[config.mk]
export PLATFORM = sky130hd
export DESIGN_NAME = mshr_alloc_sched_flat
export DESIGN_NICKNAME = d
export VERILOG_FILES = /design/src/rtl/mshr_alloc_sched_if.sv /design/src/rtl/mshr_alloc_sched.sv /design/src/flat_wrapper.sv
export SDC_FILE = /design/constraint.sdc
export NUM_CORES = 1
export LEC_CHECK = 0
export BUFFER_PORTS_ARGS = -buffer_cell sky130_fd_sc_hd__buf_2
export CELL_PAD_IN_SITES_DETAIL_PLACEMENT = 1
export CELL_PAD_IN_SITES_GLOBAL_PLACEMENT = 1
export CORE_ASPECT_RATIO = 0.75
export CORE_UTILIZATION = 35
export CTS_CLUSTER_SIZE = 30
export DETAILED_ROUTE_END_ITERATION = 10
export PLACE_DENSITY = 0.84
export SLEW_MARGIN = 20
export SYNTH_ARGS = -nofsm -noshare
export SYNTH_HDL_FRONTEND = slang
export SYNTH_SLANG_ARGS = --single-unit
export TNS_END_PERCENT = 50
[constraint.sdc]
create_clock -name clk -period 2.8 [get_ports clk]
set_input_delay 0 -clock clk [delete_from_list [all_inputs] [get_ports clk]]
set_output_delay 0 -clock clk [all_outputs]
set_load 0.05 [all_outputs]
[src/rtl/mshr_alloc_sched_if.sv]
// Bundle between the MSHR allocation scheduler, the pair pre-allocator,
// the miss requesters and the MSHR retirement logic.
interface mshr_alloc_sched_if #(
    parameter int ENTRY_NUM      = 32,
    parameter int ENTRY_ID_WIDTH = $clog2(ENTRY_NUM),
    parameter int REQ_NUM        = 4
);
    logic [REQ_NUM-1:0]                req_vld;
    logic [REQ_NUM-1:0]                req_rdy;
    logic [REQ_NUM*ENTRY_ID_WIDTH-1:0] req_idx;

    logic                      pa_vld_0;
    logic                      pa_vld_1;
    logic [ENTRY_ID_WIDTH-1:0] pa_idx_0;
    logic [ENTRY_ID_WIDTH-1:0] pa_idx_1;
    logic                      pa_rdy_0;
    logic                      pa_rdy_1;
    logic [ENTRY_NUM-1:0]      pa_claim_oh;
    logic [ENTRY_NUM-1:0]      v_free;

    logic                      rel_vld_0;
    logic                      rel_vld_1;
    logic [ENTRY_ID_WIDTH-1:0] rel_idx_0;
    logic [ENTRY_ID_WIDTH-1:0] rel_idx_1;

    logic                      sched_stall;
    logic                      err;

    modport slave (
        input  req_vld, pa_vld_0, pa_vld_1, pa_idx_0, pa_idx_1, pa_claim_oh,
               rel_vld_0, rel_vld_1, rel_idx_0, rel_idx_1, sched_stall,
        output req_rdy, req_idx, pa_rdy_0, pa_rdy_1, v_free, err
    );

    modport master (
        output req_vld, pa_vld_0, pa_vld_1, pa_idx_0, pa_idx_1, pa_claim_oh,
               rel_vld_0, rel_vld_1, rel_idx_0, rel_idx_1, sched_stall,
        input  req_rdy, req_idx, pa_rdy_0, pa_rdy_1, v_free, err
    );
endinterface

[src/rtl/mshr_alloc_sched.sv]
// MSHR allocation scheduler: owns the free vector, stages pre-allocated ID
// pairs and hands up to two IDs per cycle to requesters in round-robin order.
module mshr_alloc_sched #(
    parameter int ENTRY_NUM      = 32,
    parameter int ENTRY_ID_WIDTH = $clog2(ENTRY_NUM),
    parameter int REQ_NUM        = 4
) (
    input  logic                clk,
    input  logic                rst,
    mshr_alloc_sched_if.slave   bus
);
    localparam int RR_W = (REQ_NUM > 1) ? $clog2(REQ_NUM) : 1;

    logic [ENTRY_NUM-1:0]      v_free_q, v_free_d;
    logic                      err_q, err_d;
    logic [1:0]                slot_vld_q, slot_vld_d;
    logic [ENTRY_ID_WIDTH-1:0] slot_id_q [2];
    logic [ENTRY_ID_WIDTH-1:0] slot_id_d [2];
    logic [RR_W-1:0]           rr_ptr_q, rr_ptr_d;

    logic [RR_W-1:0]           cand;
    logic                      g1_found, g2_found;
    logic [RR_W-1:0]           g1_idx, g2_idx;
    logic [1:0]                n_slots;
    logic [1:0]                n_grant;
    logic [1:0]                slot_grant;
    logic [ENTRY_ID_WIDTH-1:0] g1_id, g2_id;
    logic                      pa_rdy;
    logic                      pop;
    logic [ENTRY_NUM-1:0]      rel_oh_0, rel_oh_1;

    function automatic logic [RR_W-1:0] rr_next(input logic [RR_W-1:0] cur);
        if (int'(cur) == REQ_NUM - 1) return '0;
        return cur + RR_W'(1);
    endfunction

    // Scan requesters starting at rr_ptr; first two hits are grant 1 and 2.
    always_comb begin
        cand     = '0;
        g1_found = 1'b0;
        g2_found = 1'b0;
        g1_idx   = '0;
        g2_idx   = '0;
        for (int k = 0; k < REQ_NUM; k++) begin
            cand = RR_W'((int'(rr_ptr_q) + k) % REQ_NUM);
            if (bus.req_vld[cand]) begin
                if (!g1_found) begin
                    g1_found = 1'b1;
                    g1_idx   = cand;
                end else if (!g2_found) begin
                    g2_found = 1'b1;
                    g2_idx   = cand;
                end
            end
        end
    end

    always_comb begin
        n_slots = {1'b0, slot_vld_q[0]} + {1'b0, slot_vld_q[1]};
        if (bus.sched_stall || !g1_found || n_slots == 2'd0) begin
            n_grant = 2'd0;
        end else if (g2_found && n_slots == 2'd2) begin
            n_grant = 2'd2;
        end else begin
            n_grant = 2'd1;
        end

        // Grant 1 always takes the lowest valid slot, grant 2 the other one.
        if (n_grant == 2'd0)      slot_grant = 2'b00;
        else if (n_grant == 2'd2) slot_grant = 2'b11;
        else                      slot_grant = slot_vld_q[0] ? 2'b01 : 2'b10;

        g1_id  = slot_vld_q[0] ? slot_id_q[0] : slot_id_q[1];
        g2_id  = slot_id_q[1];
        pa_rdy = (n_grant == n_slots);
        pop    = bus.pa_vld_0 && bus.pa_vld_1 && pa_rdy;
    end

    always_comb begin
        bus.req_rdy = '0;
        bus.req_idx = '0;
        for (int i = 0; i < REQ_NUM; i++) begin
            if (n_grant != 2'd0 && g1_idx == RR_W'(i)) begin
                bus.req_rdy[i] = 1'b1;
                bus.req_idx[i*ENTRY_ID_WIDTH +: ENTRY_ID_WIDTH] = g1_id;
            end
            if (n_grant == 2'd2 && g2_idx == RR_W'(i)) begin
                bus.req_rdy[i] = 1'b1;
                bus.req_idx[i*ENTRY_ID_WIDTH +: ENTRY_ID_WIDTH] = g2_id;
            end
        end
    end

    assign bus.pa_rdy_0 = pa_rdy;
    assign bus.pa_rdy_1 = pa_rdy;
    assign bus.v_free   = v_free_q;
    assign bus.err      = err_q;

    // A pop refills both slots; it only happens when every held ID drains now.
    always_comb begin
        slot_vld_d   = slot_vld_q & ~slot_grant;
        slot_id_d[0] = slot_id_q[0];
        slot_id_d[1] = slot_id_q[1];
        if (pop) begin
            slot_vld_d   = 2'b11;
            slot_id_d[0] = bus.pa_idx_0;
            slot_id_d[1] = bus.pa_idx_1;
        end

        if (n_grant == 2'd2)      rr_ptr_d = rr_next(g2_idx);
        else if (n_grant == 2'd1) rr_ptr_d = rr_next(g1_idx);
        else                      rr_ptr_d = rr_ptr_q;
    end

    // Releases are applied after claims so a same-cycle release wins.
    always_comb begin
        rel_oh_0 = bus.rel_vld_0 ? (ENTRY_NUM'(1) << bus.rel_idx_0) : '0;
        rel_oh_1 = bus.rel_vld_1 ? (ENTRY_NUM'(1) << bus.rel_idx_1) : '0;
        v_free_d = (v_free_q & ~bus.pa_claim_oh) | rel_oh_0 | rel_oh_1;
        err_d    = err_q
                 | (bus.rel_vld_0 & v_free_q[bus.rel_idx_0])
                 | (bus.rel_vld_1 & v_free_q[bus.rel_idx_1])
                 | (bus.rel_vld_0 & bus.rel_vld_1 & (bus.rel_idx_0 == bus.rel_idx_1))
                 | (|(bus.pa_claim_oh & ~v_free_q))
                 | (|(bus.pa_claim_oh & (rel_oh_0 | rel_oh_1)))
                 | (bus.pa_vld_0 != bus.pa_vld_1);
    end

    always_ff @(posedge clk) begin
        if (rst) begin
            v_free_q   <= '1;
            err_q      <= 1'b0;
            slot_vld_q <= 2'b00;
            rr_ptr_q   <= '0;
        end else begin
            v_free_q   <= v_free_d;
            err_q      <= err_d;
            slot_vld_q <= slot_vld_d;
            rr_ptr_q   <= rr_ptr_d;
        end
    end

    always_ff @(posedge clk) begin
        slot_id_q[0] <= slot_id_d[0];
        slot_id_q[1] <= slot_id_d[1];
    end
endmodule

[src/flat_wrapper.sv]
// flat-port wrapper written by rule: the top's interface ports become plain ports
module mshr_alloc_sched_flat 
#(
    parameter int ENTRY_NUM      = 32,
    parameter int ENTRY_ID_WIDTH = $clog2(ENTRY_NUM),
    parameter int REQ_NUM        = 4
)
  (clk, rst, bus_req_vld, bus_pa_vld_0, bus_pa_vld_1, bus_pa_idx_0, bus_pa_idx_1, bus_pa_claim_oh, bus_rel_vld_0, bus_rel_vld_1, bus_rel_idx_0, bus_rel_idx_1, bus_sched_stall, bus_req_rdy, bus_req_idx, bus_pa_rdy_0, bus_pa_rdy_1, bus_v_free, bus_err);
  mshr_alloc_sched_if #(.ENTRY_NUM(ENTRY_NUM), .ENTRY_ID_WIDTH(ENTRY_ID_WIDTH), .REQ_NUM(REQ_NUM)) bus_i ();
  input  logic clk;
  input  logic rst;
  input wire logic [$bits(bus_i.req_vld)-1:0] bus_req_vld;
  input wire logic [$bits(bus_i.pa_vld_0)-1:0] bus_pa_vld_0;
  input wire logic [$bits(bus_i.pa_vld_1)-1:0] bus_pa_vld_1;
  input wire logic [$bits(bus_i.pa_idx_0)-1:0] bus_pa_idx_0;
  input wire logic [$bits(bus_i.pa_idx_1)-1:0] bus_pa_idx_1;
  input wire logic [$bits(bus_i.pa_claim_oh)-1:0] bus_pa_claim_oh;
  input wire logic [$bits(bus_i.rel_vld_0)-1:0] bus_rel_vld_0;
  input wire logic [$bits(bus_i.rel_vld_1)-1:0] bus_rel_vld_1;
  input wire logic [$bits(bus_i.rel_idx_0)-1:0] bus_rel_idx_0;
  input wire logic [$bits(bus_i.rel_idx_1)-1:0] bus_rel_idx_1;
  input wire logic [$bits(bus_i.sched_stall)-1:0] bus_sched_stall;
  output wire logic [$bits(bus_i.req_rdy)-1:0] bus_req_rdy;
  output wire logic [$bits(bus_i.req_idx)-1:0] bus_req_idx;
  output wire logic [$bits(bus_i.pa_rdy_0)-1:0] bus_pa_rdy_0;
  output wire logic [$bits(bus_i.pa_rdy_1)-1:0] bus_pa_rdy_1;
  output wire logic [$bits(bus_i.v_free)-1:0] bus_v_free;
  output wire logic [$bits(bus_i.err)-1:0] bus_err;
  assign bus_i.req_vld = bus_req_vld;
  assign bus_i.pa_vld_0 = bus_pa_vld_0;
  assign bus_i.pa_vld_1 = bus_pa_vld_1;
  assign bus_i.pa_idx_0 = bus_pa_idx_0;
  assign bus_i.pa_idx_1 = bus_pa_idx_1;
  assign bus_i.pa_claim_oh = bus_pa_claim_oh;
  assign bus_i.rel_vld_0 = bus_rel_vld_0;
  assign bus_i.rel_vld_1 = bus_rel_vld_1;
  assign bus_i.rel_idx_0 = bus_rel_idx_0;
  assign bus_i.rel_idx_1 = bus_rel_idx_1;
  assign bus_i.sched_stall = bus_sched_stall;
  assign bus_req_rdy = bus_i.req_rdy;
  assign bus_req_idx = bus_i.req_idx;
  assign bus_pa_rdy_0 = bus_i.pa_rdy_0;
  assign bus_pa_rdy_1 = bus_i.pa_rdy_1;
  assign bus_v_free = bus_i.v_free;
  assign bus_err = bus_i.err;
  mshr_alloc_sched #(.ENTRY_NUM(ENTRY_NUM), .ENTRY_ID_WIDTH(ENTRY_ID_WIDTH), .REQ_NUM(REQ_NUM)) u_core (.clk(clk), .rst(rst), .bus(bus_i));
endmodule
Word level (Yosys, flattened, before mapping)

Memories as Yosys holds them, arrays and structs flattened.
Cells that the tools add are included.

Magnitude comparators: 6
Eq/ne operators: 14
Multipliers: 0
Reduce and logical (&&, ||, !) cells: 22
Shift operators: 2
Add/sub/neg operators: 6
Mux-type cells: 74
Div/mod/pow operators: 0
Bitwise logic cells: 20

Operators with widths:

| kind                                                                          | number |
|---|---|
| 32-bit AND                                                                    | 3 |
| 32-bit OR                                                                     | 3 |
| 32-bit 2-to-1 mux                                                             | 2 |
| 32-bit NOT                                                                    | 2 |
| 32-bit OR reduction                                                           | 2 |
| 1-bit by 5-bit left shift with 32-bit output (first input constant)           | 2 |
| 2-bit 2-to-1 mux                                                              | 27 |
| 5-bit 2-to-1 mux                                                              | 9 |
| 1-bit 2-to-1 mux                                                              | 29 |
| 2-bit == test (second input constant)                                         | 6 |
| 2-bit by 3-bit less-than comparator with 1-bit output (second input constant) | 4 |
| 5-bit by 6-bit less-than comparator with 1-bit output (second input constant) | 2 |
| 1-bit logical AND                                                             | 11 |
| 1-bit binary-select mux with 5-bit select                                     | 2 |
| 2-bit by 1-bit == test with 1-bit output (second input constant)              | 5 |
| 10-bit 2-to-1 mux                                                             | 1 |
| 1-bit binary-select mux with 2-bit select                                     | 4 |
| 2-bit zero test                                                               | 4 |
| 2-bit by 1-bit adder with 2-bit output (second input constant)                | 3 |
| 1-bit OR                                                                      | 6 |
| 5-bit == test                                                                 | 1 |
| 2-bit adder (second input constant)                                           | 2 |
| 1-bit AND                                                                     | 4 |
| 2-bit nonzero test                                                            | 2 |
| 7 further kinds                                                               | 8 |

Bits in latches: 0
Memories kept: 1
Memory bits (read-only): 0
Memory bits (writable): 10
Register bits: 37

Memory list:

| memory           | depth | width | rd ports | clocked after memory_dff | wr ports | RTL line               | text |
|---|---|---|---|---|---|---|---|
| u_core.slot_id_q | 2     | 5     | 2        | 0                        | 2        | mshr_alloc_sched.sv:17 | `logic [ENTRY_ID_WIDTH-1:0] slot_id_q [2];` |

Longest topological paths before layout

Word-level depth: 18
Depth in mapped cells: 13
Depth with buffers taken out: 12

Worst setup path before layout

OpenSTA, ideal clock, no wires.

Kind: reg-to-reg
Start point: reg, netlist name u_core.slot_vld_q[0]
End point: mem u_core.slot_id_q[0][0] (netlist name), enable pin
Stages on the path, launching flop included: 12
Setup time: 0.334 ns
Setup slack: -0.554 ns
Arrival: 3.020 ns
Path buffers: 2
Path through: dfxtp_1 > clkbuf_1 > clkbuf_1 > inv_1 > ha_1 > nor2_1 > o21ai_0 > nor3_4 > inv_1 > o211ai_2 > nand2_1 > inv_1

RTL lines:

| item      | RTL line |
|---|---|
| to (decl) | mshr_alloc_sched.sv:17 |

Final worst setup path

Start point: reg u_core.rr_ptr_q[0]
End point: out bus_req_idx[7]

Longest elaborated chain between the ends: 16

RTL lines:

| item                                                                            | RTL line                | text |
|---|---|---|
| from (decl)                                                                     | mshr_alloc_sched.sv:19  | `logic [RR_W-1:0] rr_ptr_q, rr_ptr_d;` |
| from (signal assigned)                                                          | mshr_alloc_sched.sv:139 | `rr_ptr_q <= rr_ptr_d;` |
| branches (longest 15 deep; another with 2-bit by 1-bit adder with 2-bit output) | --                      |  |
| 5-bit 2-to-1 mux (*)                                                            | mshr_alloc_sched.sv:87  | `if (n_grant == 2'd2 && g2_idx == RR_W'(i)) begin` |
| to (decl)                                                                       | flat_wrapper.sv:24      | `output wire logic [$bits(bus_i.req_idx)-1:0] bus_req_idx;` |

Every way passes the cells marked *. The select of a mux whose other input is x is not followed.

==> flow_summary_export.csv <==
group,metric,value,unit
floorplanning,num_rows,35,
timing,slew_viol_final,0,
power_and_ir_drop,finalPower,0.002734,W
layout,diodes,0,
worst_setup_path,critical_path.cell_chain,"mux4_2 -> inv_2 -> buf_4 -> ha_4 -> mux2i_4 -> a211oi_2 -> a31oi_1 -> buf_4 -> inv_4 -> ha_4 -> nand2b_4 -> buf_6 -> a21oi_4 -> a32o_2 -> buf_6",
synth,synth-seq-cells,47,
timing,slew_headroom,0.4135,
drt,dr_total_vias,5807,
synth,yosysWarnings,0,
timing,period_share,1.138,
clock_tree,cts_max_level,2,
grt,grt_max_degree,39,
clock_tree,root_buffer,"clkbuf_16",
floorplanning,start_util,0.3603,
floorplanning,ios,122,
synth,synth_area_leaders,"dfxtp_1, mux4_2, edfxtp_1",
placed_design,portBuffers,121,
synth,syn-num-nets,618,
worst_setup_path,required,2.80,ns
layout,fin_nets,763,
grt,overflow,0,
clock_tree,clkTransAtPathRegs,0.07,ns
grt,antenna_found_initial,0,
clock_tree,clock-sinks,47,
timing,min_period,3.185,ns
drt,wire_per_inst,27.24,um
layout,nFillCells,1462,
synth,synth_top_cell_by_area,"dfxtp_1",
timing,timing.final.ws_setup,-0.3854,ns
worst_setup_path,worstRegToRegCells,10,
synth,synth_top_area_frac,0.1665,
timing,rsz0062_at_grt,"yes",
grt,grt_pass1_wl,34360,um
synth,post-synth-top-count-cell,"inv_1",
worst_hold_path,hold_class,"input pin to flip-flop",
worst_setup_path,crit_path_top_delay_cell,"mux4_2",
clock_tree,cts_buffer_depth,2,
timing,hold_ws,0.01036,ns
worst_setup_path,setup.worst_path.start_class,"flip-flop",
synth,ys_seq_area_frac,0.2340,
floorplanning,die_x,132.2,um
synth,async_reset_ff_frac,0,
clock_tree,cts_tree,"built",
layout,drive_gt1_frac,0.3994,
layout,synthToLayoutAreaGrowth,41.20,%
status,violations,"setup timing",
drt,drt-total-wl,23210,um
grt,grt_use_met3,0.1177,
synth,synth_edf_count,10,
drt,ant_nets,0,
timing,max_slew.worst_pin.slew,0.8679,ns
worst_setup_path,cp-end-kind,"output pin",
synth,syn_inst,540,
floorplanning,core_area,12350,um2
synth,ys_types,74,
worst_setup_path,startpoint,"u_core.rr_ptr_q[0]",
power_and_ir_drop,p_per_area,435.1,nW/um2
timing,skew,0.006968,ns
synth,synth_ff_type,"dfxtp_1",
grt,grt_pass1_vias,5822,
worst_hold_path,worstHoldStart,"bus_pa_claim_oh[14]",
floorplanning,dieArea,13170,um2
timing,max_freq,0.3139,GHz
grt,use_met2,0.5291,
worst_setup_path,crit_fanout,6,
clock_tree,clk_latency,0.31,ns
timing,setup_viol,24,
synth,syn_area,4449,um2
worst_setup_path,reg2reg_setup_slack,0.05,ns
placed_design,dp_slack,-0.3344,ns
drt,firstDrtPassIters,7,
power_and_ir_drop,p_leak,2.640,nW
synth,syn_area_per_cell,8.239,um2
worst_setup_path,crit_path_end,"bus_req_idx[7]",
power_and_ir_drop,ir_worst_vdd,0.0002542,V
worst_setup_path,timing.rr.start,"u_core.rr_ptr_q[0]",
worst_setup_path,critPathMaxStageDelay,0.55,ns
drt,drcViolationCount,0,
drt,first_iter_violations,767,
job,drv_cap,0,
floorplanning,die_h,99.65,um
grt,globalRoute.busiestLayer,"met2",
synth,ys_top_cells_by_count,"inv_1, nand2_1, dfxtp_1, a21oi_1, clkbuf_1",
grt,grt_util_all_layers,0.3395,
worst_setup_path,crit_type,"flip-flop to output pin",
worst_setup_path,timing.rr.end,"u_core.rr_ptr_q[1]",
placed_design,gp_congestion,1.013,
placed_design,hpwl,16030,um
worst_setup_path,worstPathArrival,3.19,ns
clock_tree,cts-buffers-inserted,5,
grt,use_met1,0.4302,
timing,hold_viol,0,
drt,via_per_inst,6.816,
layout,final_core_util,0.5087,
status,status,"finished, violations left",
-- cell families after synthesis --
family | synth area share
mux | 0.09983
fa+ha+maj | 0.04218
simple gates | 0.2303
compound gates | 0.2987
xor+xnor | 0.009842
flops | 0.2340
buf+inv | 0.08521
-- per-layer routing --
layer  share of wire  routed length [um]
met2            0.45               10430
met4           0.037                 848
met3            0.13                2995
met1            0.38                8936
met5               0                   0
-- cells in the final DEF, fill, tap and decap left out, types with 18 or more instances in the layout --
cell type / count
buf_2: 97
inv_1: 46
buf_4: 42
nand2_1: 36
dfxtp_1: 34
a21oi_1: 29
buf_6: 23
nor2_1: 18
o221ai_1: 18
-- how the worst min path moves through the flow --
stage	depth (start not counted)	endpoint	slack, ns
after floorplan	0	u_core.slot_id_q[0][0]	0.1
after global placement	1	u_core.slot_id_q[0][5]	0.18
after global routing	3	u_core.bus.v_free[14]	0.03
final	3	u_core.bus.v_free[14]	0.01
after CTS	3	u_core.bus.v_free[14]	0.009
after detailed placement	1	u_core.slot_id_q[0][0]	0.18
-- metrics by stage --
stage | cells | instance area (um2) | TNS [ns]
4_1_cts | 849 | 6130 | -5.167
3_3_place_gp | 826 | 5428 | -2.005
2_1_floorplan | 540 | 4509 | -0.4683
3_5_place_dp | 826 | 5428 | -6.297
5_1_grt | 852 | 6282 | -9.386
6_report | 852 | 6282 | -7.666
-- worst max-delay path, delay by kind of cell, from the launching register on --
family,cells,cell delay (ns)
AOI/OAI and AO/OA,4,0.71
buffers and inverters,6,0.79
DFF,1,0.40
adders and majority gates,2,0.27
and+or+nand+nor,1,0.07
muxes,2,0.61
-- registers in the layout (all words and copies together), names as in the netlist --
name,count
u_core.bus.v_free,32
u_core.slot_id_q,10
u_core.rr_ptr_q,2
u_core.bus.err,1
u_core.slot_vld_q,2
-- what timing repair did --
| action | 4_1_cts | 5_1_grt |
|---|---|---|
| pin swaps | 14 | 15 |
| hold endpoints to repair | 12 | 0 |
| endpoints found under the setup margin | 25 | 35 |
| hold buffers | 12 | 0 |
| setup buffers | 4 | 3 |
| gates resized for setup | 100 | 28 |
| cloned | 0 | 0 |
-- area by class of cell --
class / instances / area (um2) / share of cell area
clock buffers: 5 / 125.1 / 0.01992
clock inverters: 3 / 22.52 / 0.003585
inverters: 51 / 198.9 / 0.03167
multi-input cells: 401 / 3423 / 0.5449
flip-flops and latches: 47 / 1050 / 0.1671
well taps: 166 / 207.7 / 0.03306
repair buffers: 179 / 1255 / 0.1998
-- power by group --
part | switching, W | internal, W
logic | 0.000780 | 0.000467
clock network | 0.000315 | 0.000336
registers | 0.0000870 | 0.000748
total | 0.00118 | 0.00155
Power figures use the tool's default switching activity.
